`src/rtl/vga_scanout.sv`:
```
`default_nettype none
// ============================================================================
// Module   : vga_scanout
// Purpose  : VGA timing generator that scans a 640-wide frame buffer, one pixel
//            per CLK_DIV system clocks. Macro VGA_TEST_PATTERN_EN adds a
//            colour-bar test pattern selected by pattern_sel.
// Revision : 1.0 - initial release
// ============================================================================
module vga_scanout #(
   parameter int CLK_DIV  = 4,
   parameter int H_ACTIVE = 640,
   parameter int H_FP     = 16,
   parameter int H_SYNC   = 96,
   parameter int H_BP     = 48,
   parameter int V_ACTIVE = 480,
   parameter int V_FP     = 10,
   parameter int V_SYNC   = 2,
   parameter int V_BP     = 33
) (
   input  logic        sys_clk,
   input  logic        rst,
   output logic [18:0] raddr_vga,
   input  logic [11:0] rdata_vga,
   input  logic        pattern_sel,
   output logic        vga_hs,
   output logic        vga_vs,
   output logic [3:0]  vga_r,
   output logic [3:0]  vga_g,
   output logic [3:0]  vga_b,
   output logic        frame_start
);

   localparam int c_H_TOTAL = H_ACTIVE + H_FP + H_SYNC + H_BP;
   localparam int c_V_TOTAL = V_ACTIVE + V_FP + V_SYNC + V_BP;
   localparam int c_DIV_W   = (CLK_DIV > 1) ? $clog2(CLK_DIV) : 1;
   localparam int c_HW      = $clog2(c_H_TOTAL);
   localparam int c_VW      = $clog2(c_V_TOTAL);

   localparam logic [c_DIV_W-1:0] c_DIV_LAST = c_DIV_W'(CLK_DIV - 1);
   localparam logic [c_HW-1:0]    c_H_LAST   = c_HW'(c_H_TOTAL - 1);
   localparam logic [c_HW-1:0]    c_H_ACT    = c_HW'(H_ACTIVE);
   localparam logic [c_HW-1:0]    c_HS_BEG   = c_HW'(H_ACTIVE + H_FP);
   localparam logic [c_HW-1:0]    c_HS_END   = c_HW'(H_ACTIVE + H_FP + H_SYNC);
   localparam logic [c_VW-1:0]    c_V_LAST   = c_VW'(c_V_TOTAL - 1);
   localparam logic [c_VW-1:0]    c_V_ACT    = c_VW'(V_ACTIVE);
   localparam logic [c_VW-1:0]    c_VS_BEG   = c_VW'(V_ACTIVE + V_FP);
   localparam logic [c_VW-1:0]    c_VS_END   = c_VW'(V_ACTIVE + V_FP + V_SYNC);

   logic [c_DIV_W-1:0] r_div;
   logic [c_HW-1:0]    r_hcnt;
   logic [c_VW-1:0]    r_vcnt;

   logic               w_tick;
   logic               w_h_wrap;
   logic               w_v_wrap;
   logic [c_HW-1:0]    w_hcnt_nxt;
   logic [c_VW-1:0]    w_vcnt_nxt;
   logic               w_active;
   logic               w_nxt_active;
   logic               w_hs;
   logic               w_vs;
   logic [18:0]        w_addr_nxt;
   logic [11:0]        w_pixel;

   always_comb begin
      w_tick     = (r_div == c_DIV_LAST);
      w_h_wrap   = (r_hcnt == c_H_LAST);
      w_v_wrap   = (r_vcnt == c_V_LAST);
      w_hcnt_nxt = w_h_wrap ? '0 : r_hcnt + c_HW'(1);
      w_vcnt_nxt = r_vcnt;
      if (w_h_wrap) begin
         w_vcnt_nxt = w_v_wrap ? '0 : r_vcnt + c_VW'(1);
      end
      w_active     = (r_hcnt < c_H_ACT) && (r_vcnt < c_V_ACT);
      w_nxt_active = (w_hcnt_nxt < c_H_ACT) && (w_vcnt_nxt < c_V_ACT);
      w_hs         = !((r_hcnt >= c_HS_BEG) && (r_hcnt < c_HS_END));
      w_vs         = !((r_vcnt >= c_VS_BEG) && (r_vcnt < c_VS_END));
      // vcnt*640 as vcnt*512 + vcnt*128
      w_addr_nxt   = '0;
      if (w_nxt_active) begin
         w_addr_nxt = 19'({w_vcnt_nxt, 9'b0}) + 19'({w_vcnt_nxt, 7'b0}) + 19'(w_hcnt_nxt);
      end
   end

`ifdef VGA_TEST_PATTERN_EN
   logic [2:0]  w_bar;
   logic [11:0] w_bar_rgb;

   always_comb begin
      w_bar = '0;
      for (int i = 1; i < 8; i++) begin
         if (r_hcnt >= c_HW'(80 * i)) w_bar = 3'(i);
      end
      case (w_bar)
         3'd0:    w_bar_rgb = 12'hFFF;
         3'd1:    w_bar_rgb = 12'hFF0;
         3'd2:    w_bar_rgb = 12'h0FF;
         3'd3:    w_bar_rgb = 12'h0F0;
         3'd4:    w_bar_rgb = 12'hF0F;
         3'd5:    w_bar_rgb = 12'hF00;
         3'd6:    w_bar_rgb = 12'h00F;
         default: w_bar_rgb = 12'h000;
      endcase
      w_pixel = pattern_sel ? w_bar_rgb : rdata_vga;
   end
`else
   logic w_unused_pattern_sel;
   assign w_unused_pattern_sel = pattern_sel;
   assign w_pixel              = rdata_vga;
`endif

   // Outputs capture the pixel being left, so they trail the counters by one pixel
   always_ff @(posedge sys_clk) begin
      if (!rst) begin
         r_div                 <= '0;
         r_hcnt                <= '0;
         r_vcnt                <= '0;
         raddr_vga             <= '0;
         vga_hs                <= 1'b1;
         vga_vs                <= 1'b1;
         {vga_r, vga_g, vga_b} <= 12'h000;
         frame_start           <= 1'b0;
      end else begin
         r_div       <= w_tick ? '0 : r_div + c_DIV_W'(1);
         frame_start <= w_tick && w_h_wrap && w_v_wrap;
         if (w_tick) begin
            r_hcnt                <= w_hcnt_nxt;
            r_vcnt                <= w_vcnt_nxt;
            raddr_vga             <= w_addr_nxt;
            vga_hs                <= w_hs;
            vga_vs                <= w_vs;
            {vga_r, vga_g, vga_b} <= w_active ? w_pixel : 12'h000;
         end
      end
   end

endmodule
`default_nettype wire

```
`config.mk`:
```
export PLATFORM = sky130hd
export DESIGN_NAME = vga_scanout
export DESIGN_NICKNAME = d
export VERILOG_FILES = /design/src/rtl/vga_scanout.sv
export SDC_FILE = /design/constraint.sdc
export NUM_CORES = 1
export LEC_CHECK = 0
export BUFFER_PORTS_ARGS = -buffer_cell sky130_fd_sc_hd__buf_4
export CAP_MARGIN = 20
export CELL_PAD_IN_SITES_DETAIL_PLACEMENT = 1
export CELL_PAD_IN_SITES_GLOBAL_PLACEMENT = 1
export CORE_ASPECT_RATIO = 1.75
export CORE_UTILIZATION = 43
export DETAILED_ROUTE_END_ITERATION = 8
export PLACE_DENSITY_LB_ADDON = 0.3
export SETUP_SLACK_MARGIN = 0.3
export SLEW_MARGIN = 20
export SYNTH_ARGS = -nofsm -noshare
export SYNTH_HDL_FRONTEND = slang
export SYNTH_SLANG_ARGS = --single-unit
```
`constraint.sdc`:
```
create_clock -name sys_clk -period 5.1 [get_ports sys_clk]
set_input_delay 0.255 -clock sys_clk [delete_from_list [all_inputs] [get_ports sys_clk]]
set_output_delay 0.255 -clock sys_clk [all_outputs]
set_load 0.02 [all_outputs]
```
---- After elaboration in Yosys (flattened, before gate mapping) ----
Index checks and enable logic that the tools add are counted.
operators by class
  add/subtract/negate cells ............... 5
  $lt $le $gt $ge ......................... 8
  equality and inequality tests ........... 3
  multiplexer cells ....................... 5
  bitwise gates (word level) .............. 1
  reductions and logical operators ........ 9
operator list
  cell                                                         count
  less-than comparator 10 bit, second input constant           3
  less-than comparator 10 x 9 -> 1 bit, second input constant  3
  2-to-1 mux 10 bit                                            3
  adder 10 x 1 -> 10 bit, second input constant                2
  == test 10 bit, second input constant                        2
  adder 19 x 10 -> 19 bit                                      1
  adder 19 x 17 -> 19 bit                                      1
  2-to-1 mux 19 bit                                            1
  2-to-1 mux 12 bit                                            1
  >= comparator 10 bit, second input constant                  1
  >= comparator 10 x 9 -> 1 bit, second input constant         1
  logical AND 1 bit                                            6
  adder 2 x 1 -> 2 bit, second input constant                  1
  == test 2 bit, second input constant                         1
  logical NOT 1 bit                                            2
  OR reduction 2 bit                                           1
  inverter 1 bit                                               1
word-level totals
  register bits after elaboration ......... 56
  input bits .............................. 15

---- Longest topological paths before layout ----
Gate-level depths: netlist of run 1.
  depth after elaboration ................. 6
  gate-level depth with buffers ........... 17
  depth with buffers taken out ............ 17

---- Least setup slack after synthesis of run 1 ----
Ideal clock, no wire load.
  kind .................................... register to register
  start point ............................. reg r_hcnt[0]
  end point ............................... reg raddr_vga[16]
  setup time .............................. 0.117 ns
  data arrival time ....................... 3.540 ns
  data required time ...................... 4.983 ns
  path slack .............................. 1.443 ns
  stages on the path, launching flop included .. 17
  period minus slack after synthesis ...... 3.657 ns
  cell sequence ........................... dfxtp_1 > ha_1 > nand4_4 > or4_4 > buf_6 > nor3_1 > a21oi_1 > xor2_1 > ha_1 > inv_1 > fa_1 > nand2b_1 > a21oi_1 > nor2_1 > a21oi_1 > xor2_1 > a32o_1
between the ends
  longest elaborated chain between the ends .. 5
  elaborated cells between the ends (all ways) .. 10
  classes of those cells .................. add/sub: 3; order compare: 2; eq/ne: 1; mux: 3; reduce/logical: 1
RTL lines
  item                                                                 line    RTL
  start: declaration                                                   50      logic [c_HW-1:0] r_hcnt;
  start signal: assignment                                             127     r_hcnt <= w_hcnt_nxt;
  == test 10 bit / adder 10 x 1 -> 10 bit (equally long branches)      67, 69
  2-to-1 mux 10 bit, on equally long branches                          71, 69
  adder 19 x 17 -> 19 bit, or another cell as far along                81      w_addr_nxt = 19'({w_vcnt_nxt, 9'b0}) + 19'({w_vcnt_nxt, 7'b0}) + 19'(w_hcnt_nxt);
  adder 19 x 10 -> 19 bit / logical AND 1 bit (equally long branches)  81, 75
  2-to-1 mux 19 bit *                                                  80      if (w_nxt_active) begin
  end signal: assignment                                               129     raddr_vga <= w_addr_nxt;
  end: declaration                                                     22      output logic [18:0] raddr_vga,
Every way passes the cells marked *; elsewhere a longest branch is shown, timed or not.
A chain may end at the register's enable or synchronous reset.

---- Worst setup path in the final report of run 1 ----
  start point ............................. reg r_hcnt[0]
  end point ............................... reg raddr_vga[18]
Same word-level chain as after synthesis.

==> flow_metrics.tcl, run 1 <==
set metrics [dict create \
    outcome "finished clean" \
    irDropWorstVdd_uv 112 \
    clockBufferDepth 2 \
    routed_wl_mm 7.95 \
    worstHoldStart "rdata_vga[3]" \
    whs_endpoint "vga_b[3]" \
    netlist_top_cells_count "dfxtp_1, ha_1, nand2_1, xnor2_1" \
    timing.rr.start "r_hcnt[0]" \
    worstPathRequired_ns 5.29 \
    fin_util_pct 51.5 \
    synth_area_leaders "dfxtp_1, ha_1, a32o_1, xnor2_1, a22o_1" \
    dr.pass1.iters 4 \
    route.detailed.drc 0 \
    antenna_found_initial 0 \
    postRouteAntennaNets 0 \
    setup_tns_ns 0 \
    reg2reg_slack_ns 1.07 \
    ys_ff_latch 56 \
    syn_to_final_growth_pct 16.4 \
    netlist_instances 334 \
    yosys.cell_types.count 52 \
    regArea_um2 1120 \
    netlist_area_um2 3150 \
    hold_viol 0 \
    synth_top_area_share_pct 35.5 \
    multi_input_area_um2 1880 \
    critical_path_arrival_ns 4.22 \
    final.fill_count 810 \
    synthArstFlopShare_pct 0 \
    max_freq_mhz 248 \
    viasPerCell 5.72 \
    cts_resized 0 \
    min_period_ns 4.03 \
    synth_edf_count 0 \
    setup_viol 0 \
    synth.most_common_cell "dfxtp_1" \
    rsz0062_at_grt "false" \
    reg2reg_to "raddr_vga[18]" \
    grt_overflow 0 \
    cts_tree "yes" \
    path_class "reg2reg" \
    finalCritPeriodShare_pct 79.1 \
    first_global_vias 2722 \
    yosysSeqAreaShare_pct 35.5 \
    drv_slew 0 \
    p_per_area_nw_per_um2 234 \
    synth_ff_type "dfxtp_1" \
    final_nets 408 \
    path_clk_slew_ns 0.07 \
    drt-wirelength-per-cell_um 17.5 \
    p_leak_uw 0.00160 \
    htreeDepth 2 \
    yosys_warnings 0 \
    start_util_pct 44.2 \
    finClkSkew_ns 0.00786 \
    cap_violations 0 \
    slew_headroom_pct 39.4 \
    whs_path_depth 2 \
    finalPower_uw 860 \
    dieWidth_um 66.7 \
    dieArea_um2 7700 \
    rows 41 \
    synth_top_area_cell "dfxtp_1" \
    dp_hpwl_mm 5.99 \
    antenna_cells 0 \
    worst_slew_pin_slew_ns 0.909 \
    cts-hold-fix-buffers 0 \
    grt_max_degree 36 \
    synth_nets 375 \
    cts.sinks 56 \
    num_vias 2599 \
    worstSkewPairLatency_ns 0.30 \
    postSynthAreaPerCell_um2 9.44 \
    drt_iter0_markers 116 \
    port_buffers 47 \
    worst-path-max-fanout 8 \
    clock-root-buffer "clkbuf_16" \
    startpoint_type "flip-flop" \
    holdCritPathClass "in2reg" \
    end_kind "flip-flop" \
    grtUsageTotal_pct 22.4 \
    die_h_um 115 \
    cts_buffers 5 \
    core_um2 7130 \
    ios 49 \
    r2r_cells 15 \
    gp_congestion 0.797 \
    cts_setup_buffers 0 \
    drive_gt1_share_pct 17.9 \
    grt_pass1_wl_mm 12.9 \
]
per-layer routing:
| metal | GRT usage, % | wire [um] |
|---|---|---|
| met1 | 22.0 | 2920 |
| met2 | 45.1 | 4670 |
| met3 | 3.08 | 209 |
| met4 | 8.09 | 139 |
| met5 | 0 | 0 |
metrics by stage:
| stage | hold slack, ns | cells | area (um^2) | setup slack [ns] |
|---|---|---|---|---|
| detailed placement | 0.417 | 446 | 3530 | 1.09 |
| CTS | 0.168 | 454 | 3670 | 1.05 |
| finish | 0.167 | 454 | 3670 | 1.07 |
| global placement | 0.410 | 446 | 3530 | 1.10 |
| global route | 0.165 | 454 | 3670 | 0.789 |
| floorplan | 0.381 | 334 | 3150 | 1.44 |
registers in the layout, indices dropped and copies added (netlist names):
signal       count
r_div            2
r_hcnt          10
vga_b            4
vga_g            4
vga_r            4
raddr_vga       19
frame_start      1
vga_vs           1
r_vcnt          10
vga_hs           1
placed cells by master (no fill, tap or decap), drive strengths merged, types with 3 or more instances in the layout:
cell and instances:
a21boi 3, a21o 6, a21oi 13, a22o 17, a32o 17, and2 10, and4 5, buf 49
clkbuf 8, dfxtp 56, ha 25, inv 12, mux2i 3, nand2 25, nand2b 3, nand3 12
nand4 7, nor2 13, nor2b 6, nor3 7, nor4 4, o21ai 12, xnor2 18, xor2 12
area by class of cell:
class                           count  share of cell area [%]
Multi-Input combinational cell    243                    51.3
Inverter                           12                    1.23
Tap cell                           86                    2.93
Sequential cell                    56                    30.5
Clock buffer                        8                    3.99
Timing Repair Buffer               49                    10.0
kinds of logic (layout without fill, tap and decap cells):
| group | after synthesis | count (layout) | synth area share (%) |
|---|---|---|---|
| and+or+nand+nor | 100 | 100 | 18.8 |
| xor gates and xnor gates | 30 | 30 | 8.57 |
| AOI/OAI and AO/OA | 84 | 84 | 20.8 |
| muxes | 3 | 3 | 0.952 |
| DFF | 56 | 56 | 35.5 |
| buffers and inverters | 35 | 69 | 4.80 |
| adders and majority gates | 26 | 26 | 10.6 |
power breakdown:
group	total (uW)	switching (uW)	internal (uW)
Clock	353	156	197
Sequential	450	4.98	445
Combinational	57.3	33.7	23.7
worst max path at each step:
stage,from,endpoint,slack (ns)
CTS,r_hcnt[0],raddr_vga[16],1.05
floorplan,r_hcnt[0],raddr_vga[16],1.44
detailed placement,r_hcnt[0],raddr_vga[16],1.09
global route,r_hcnt[0],raddr_vga[18],0.79
global placement,r_hcnt[0],raddr_vga[18],1.10
finish,r_hcnt[0],raddr_vga[18],1.07
worst max-delay path, cell delays in order, from the launching register on:
cell,delay (ns)
dfxtp_1,0.41
ha_1,0.36
nand4_4,0.18
or4_4,0.60
nor3_1,0.20
a21oi_1,0.12
xor2_1,0.21
ha_1,0.22
o21bai_1,0.15
ha_1,0.35
nand2b_1,0.11
a21oi_1,0.09
nor3_1,0.34
o21ai_0,0.13
a21o_1,0.20
a32o_1,0.24
Power figures use the tool's default switching activity.
==> run 2, diff against run 1 <==
--- a/config.mk
+++ b/config.mk
@@ -10,7 +10,7 @@
 export CELL_PAD_IN_SITES_DETAIL_PLACEMENT = 1
 export CELL_PAD_IN_SITES_GLOBAL_PLACEMENT = 1
 export CORE_ASPECT_RATIO = 1.75
-export CORE_UTILIZATION = 43
+export CORE_UTILIZATION = 39
 export DETAILED_ROUTE_END_ITERATION = 8
 export PLACE_DENSITY_LB_ADDON = 0.3
 export SETUP_SLACK_MARGIN = 0.3
==> constraint.sdc (replaced) <==
create_clock -name sys_clk -period 3.5 [get_ports sys_clk]
set_input_delay 0.175 -clock sys_clk [delete_from_list [all_inputs] [get_ports sys_clk]]
set_output_delay 0.175 -clock sys_clk [all_outputs]
set_load 0.02 [all_outputs]
==> flow_metrics.tcl, run 2 (synthesis gave the netlist of run 1 again) <==
set metrics [dict create \
    p_leak_uw 0.00190 \
    final.fill_count 861 \
    rsz0062_at_grt "true" \
    largest_reg_flops 19 \
    crit_path_max_incr_delay_ns 0.60 \
    holdCritPathClass "in2reg" \
    worstPathRequired_ns 3.70 \
    clockBufferDepth 2 \
    viasPerCell 5.90 \
    met1_usage_pct 20.8 \
    antenna_cells 0 \
    min_period_ns 3.48 \
    htreeDepth 2 \
    hold_viol 0 \
    irDropWorstVdd_uv 181 \
    route.detailed.drc 0 \
    layout_common_cells "buf_4, dfxtp_1, nand2_1" \
    grt_max_degree 24 \
    place_area_um2 3880 \
    final_common_cell "buf_4" \
    power_frac_seq_pct 47.7 \
    finClkSkew_ns 0.00402 \
    core_um2 7860 \
    p_sw_share_pct 22.4 \
    fin_area_um2 4430 \
    holdWs_ns 0.0825 \
    end_kind "flip-flop" \
    routed_wl_mm 10.7 \
    startpoint_type "flip-flop" \
    p_clk_share_pct 45.4 \
    setup_viol 0 \
    path_class "reg2reg" \
    ios 49 \
    port_buffers 47 \
    final_cells 514 \
    p_per_area_nw_per_um2 310 \
    dp.cells 485 \
    worst-path-max-fanout 6 \
    cts.sinks 56 \
    num_vias 3035 \
    cpMaxStageDelayCell "or4_4" \
    postRouteAntennaNets 0 \
    use_met2_pct 46.9 \
    dr.pass1.iters 4 \
    gp_congestion 0.844 \
    cts_buffers 5 \
    dieArea_um2 8470 \
    finalCritPeriodShare_pct 99.5 \
    reg_top3 "raddr_vga: 19 flops, r_hcnt: 10 flops, r_vcnt: 10 flops" \
    top_register "raddr_vga" \
    grt_busiest_layer "met2" \
    outcome "finished clean" \
    globalRouteMet3Util_pct 3.07 \
    grt_pass1_wl_mm 15.0 \
    max_freq_mhz 287 \
    critical_path_arrival_ns 3.68 \
    clock-root-buffer "clkbuf_16" \
    dp_hpwl_mm 6.82 \
    first_global_vias 3102 \
    drv_slew 0 \
    antenna_found_initial 0 \
    rows 43 \
    syn_to_final_growth_pct 40.3 \
    die_h_um 121 \
    dieWidth_um 70.0 \
    final_nets 464 \
    grtUsageTotal_pct 22.8 \
    drive_gt1_share_pct 39.4 \
    pwr-share-comb_pct 6.9 \
    start_util_pct 40.2 \
    grt_overflow 0 \
    drt-wirelength-per-cell_um 20.9 \
    cts_tree "yes" \
    fin_util_pct 56.3 \
    switchingPower_uw 307 \
    worstSkewPairLatency_ns 0.30 \
    cap_violations 0 \
    crit_chain "nand3b_1 -> or4_4 -> a22o_1 -> ha_1 -> ha_2 -> inv_2 -> fa_2 -> nand2b_4 -> a21oi_4 -> nor3_4 -> buf_4 -> xnor2_1 -> a32o_1" \
    p_int_uw 1070 \
    drt_iter0_markers 172 \
    slew_headroom_pct 35.7 \
    worst_slew_pin_slew_ns 0.961 \
    path_clk_slew_ns 0.07 \
]
run 2: changes by cell type in the layout (fill, tap and decap cells not counted), moves of 4 or more:
cell | previous run | this run
buf_4 | 49 | 102
ha_1 | 25 | 13
a21oi_1 | 13 | 3
ha_4 | 0 | 9
a21oi_2 | 0 | 8
o21ai_0 | 11 | 6
o21ai_2 | 0 | 4
run 2: power groups by stage:
| stage | Clock (uW) | Sequential (uW) | Combinational (uW) |
|---|---|---|---|
| after floorplan | 0 | 678 | 39.7 |
| after global placement | 0 | 668 | 87.8 |
| after detailed placement | 0 | 669 | 90.3 |
| after CTS | 630 | 654 | 91.8 |
| after global routing | 652 | 655 | 103 |
| final | 623 | 654 | 95.2 |
run 2: metal layers:
metal  wire, um  up-vias  share of wire, %
met3        342       29               3.2
met1       3700     1521                34
li1           -     1388                 -
met2       6270       97                58
met5          0        -                 0
met4        421        0               3.9
run 2: area by class of cell:
class / instances / area, um^2 / area share (%)
multi-input combinational: 243 / 2160 / 48.8
sequential: 56 / 1130 / 25.4
timing repair buffer: 105 / 800 / 18.1
clock buffer: 7 / 153 / 3.45
tap: 90 / 113 / 2.54
inverter: 12 / 45.0 / 1.02
clock inverter: 1 / 30.0 / 0.679
run 2: final timing paths:
check / startpoint / to / slack, ns / cells past startpoint
hold / removal: rdata_vga[3] / vga_b[3] / 0.08 / 2
setup reg to reg: r_hcnt[7] / raddr_vga[14] / 0.02 / 13
hold reg to reg: r_div[0] / r_div[0] / 0.42 / 1
setup / recovery: r_hcnt[7] / raddr_vga[14] / 0.02 / 13
run 2: timing repair:
action                     in CTS  in global routing
hold endpoints to repair        0                  0
hold buffers                    0                  0
buffers inserted               11                 10
gates resized for setup        10                 29
setup endpoints to repair       8                  8
pin swaps                      16                 22
gates cloned                    0                  0
run 2: stage by stage:
| stage | setup WS [ns] | total power, uW | TNS (ns) |
|---|---|---|---|
| 6_report | 0.0172 | 1370 | 0 |
| 5_1_grt | -0.0804 | 1410 | -0.229 |
| 4_1_cts | 0.155 | 1380 | 0 |
| 3_5_place_dp | -0.0140 | 759 | -0.0140 |
| 3_3_place_gp | 0.104 | 756 | 0 |
| 2_1_floorplan | 0.190 | 718 | 0 |
run 2: critical path: cells and delay by family (launching register included):
family / cells / cell delay [ns]
and+or+nand+nor: 4 / 1.07
adders and majority gates: 3 / 0.92
AOI/OAI and AO/OA: 3 / 0.77
DFF: 1 / 0.32
buffers and inverters: 2 / 0.18
xor gates and xnor gates: 1 / 0.11
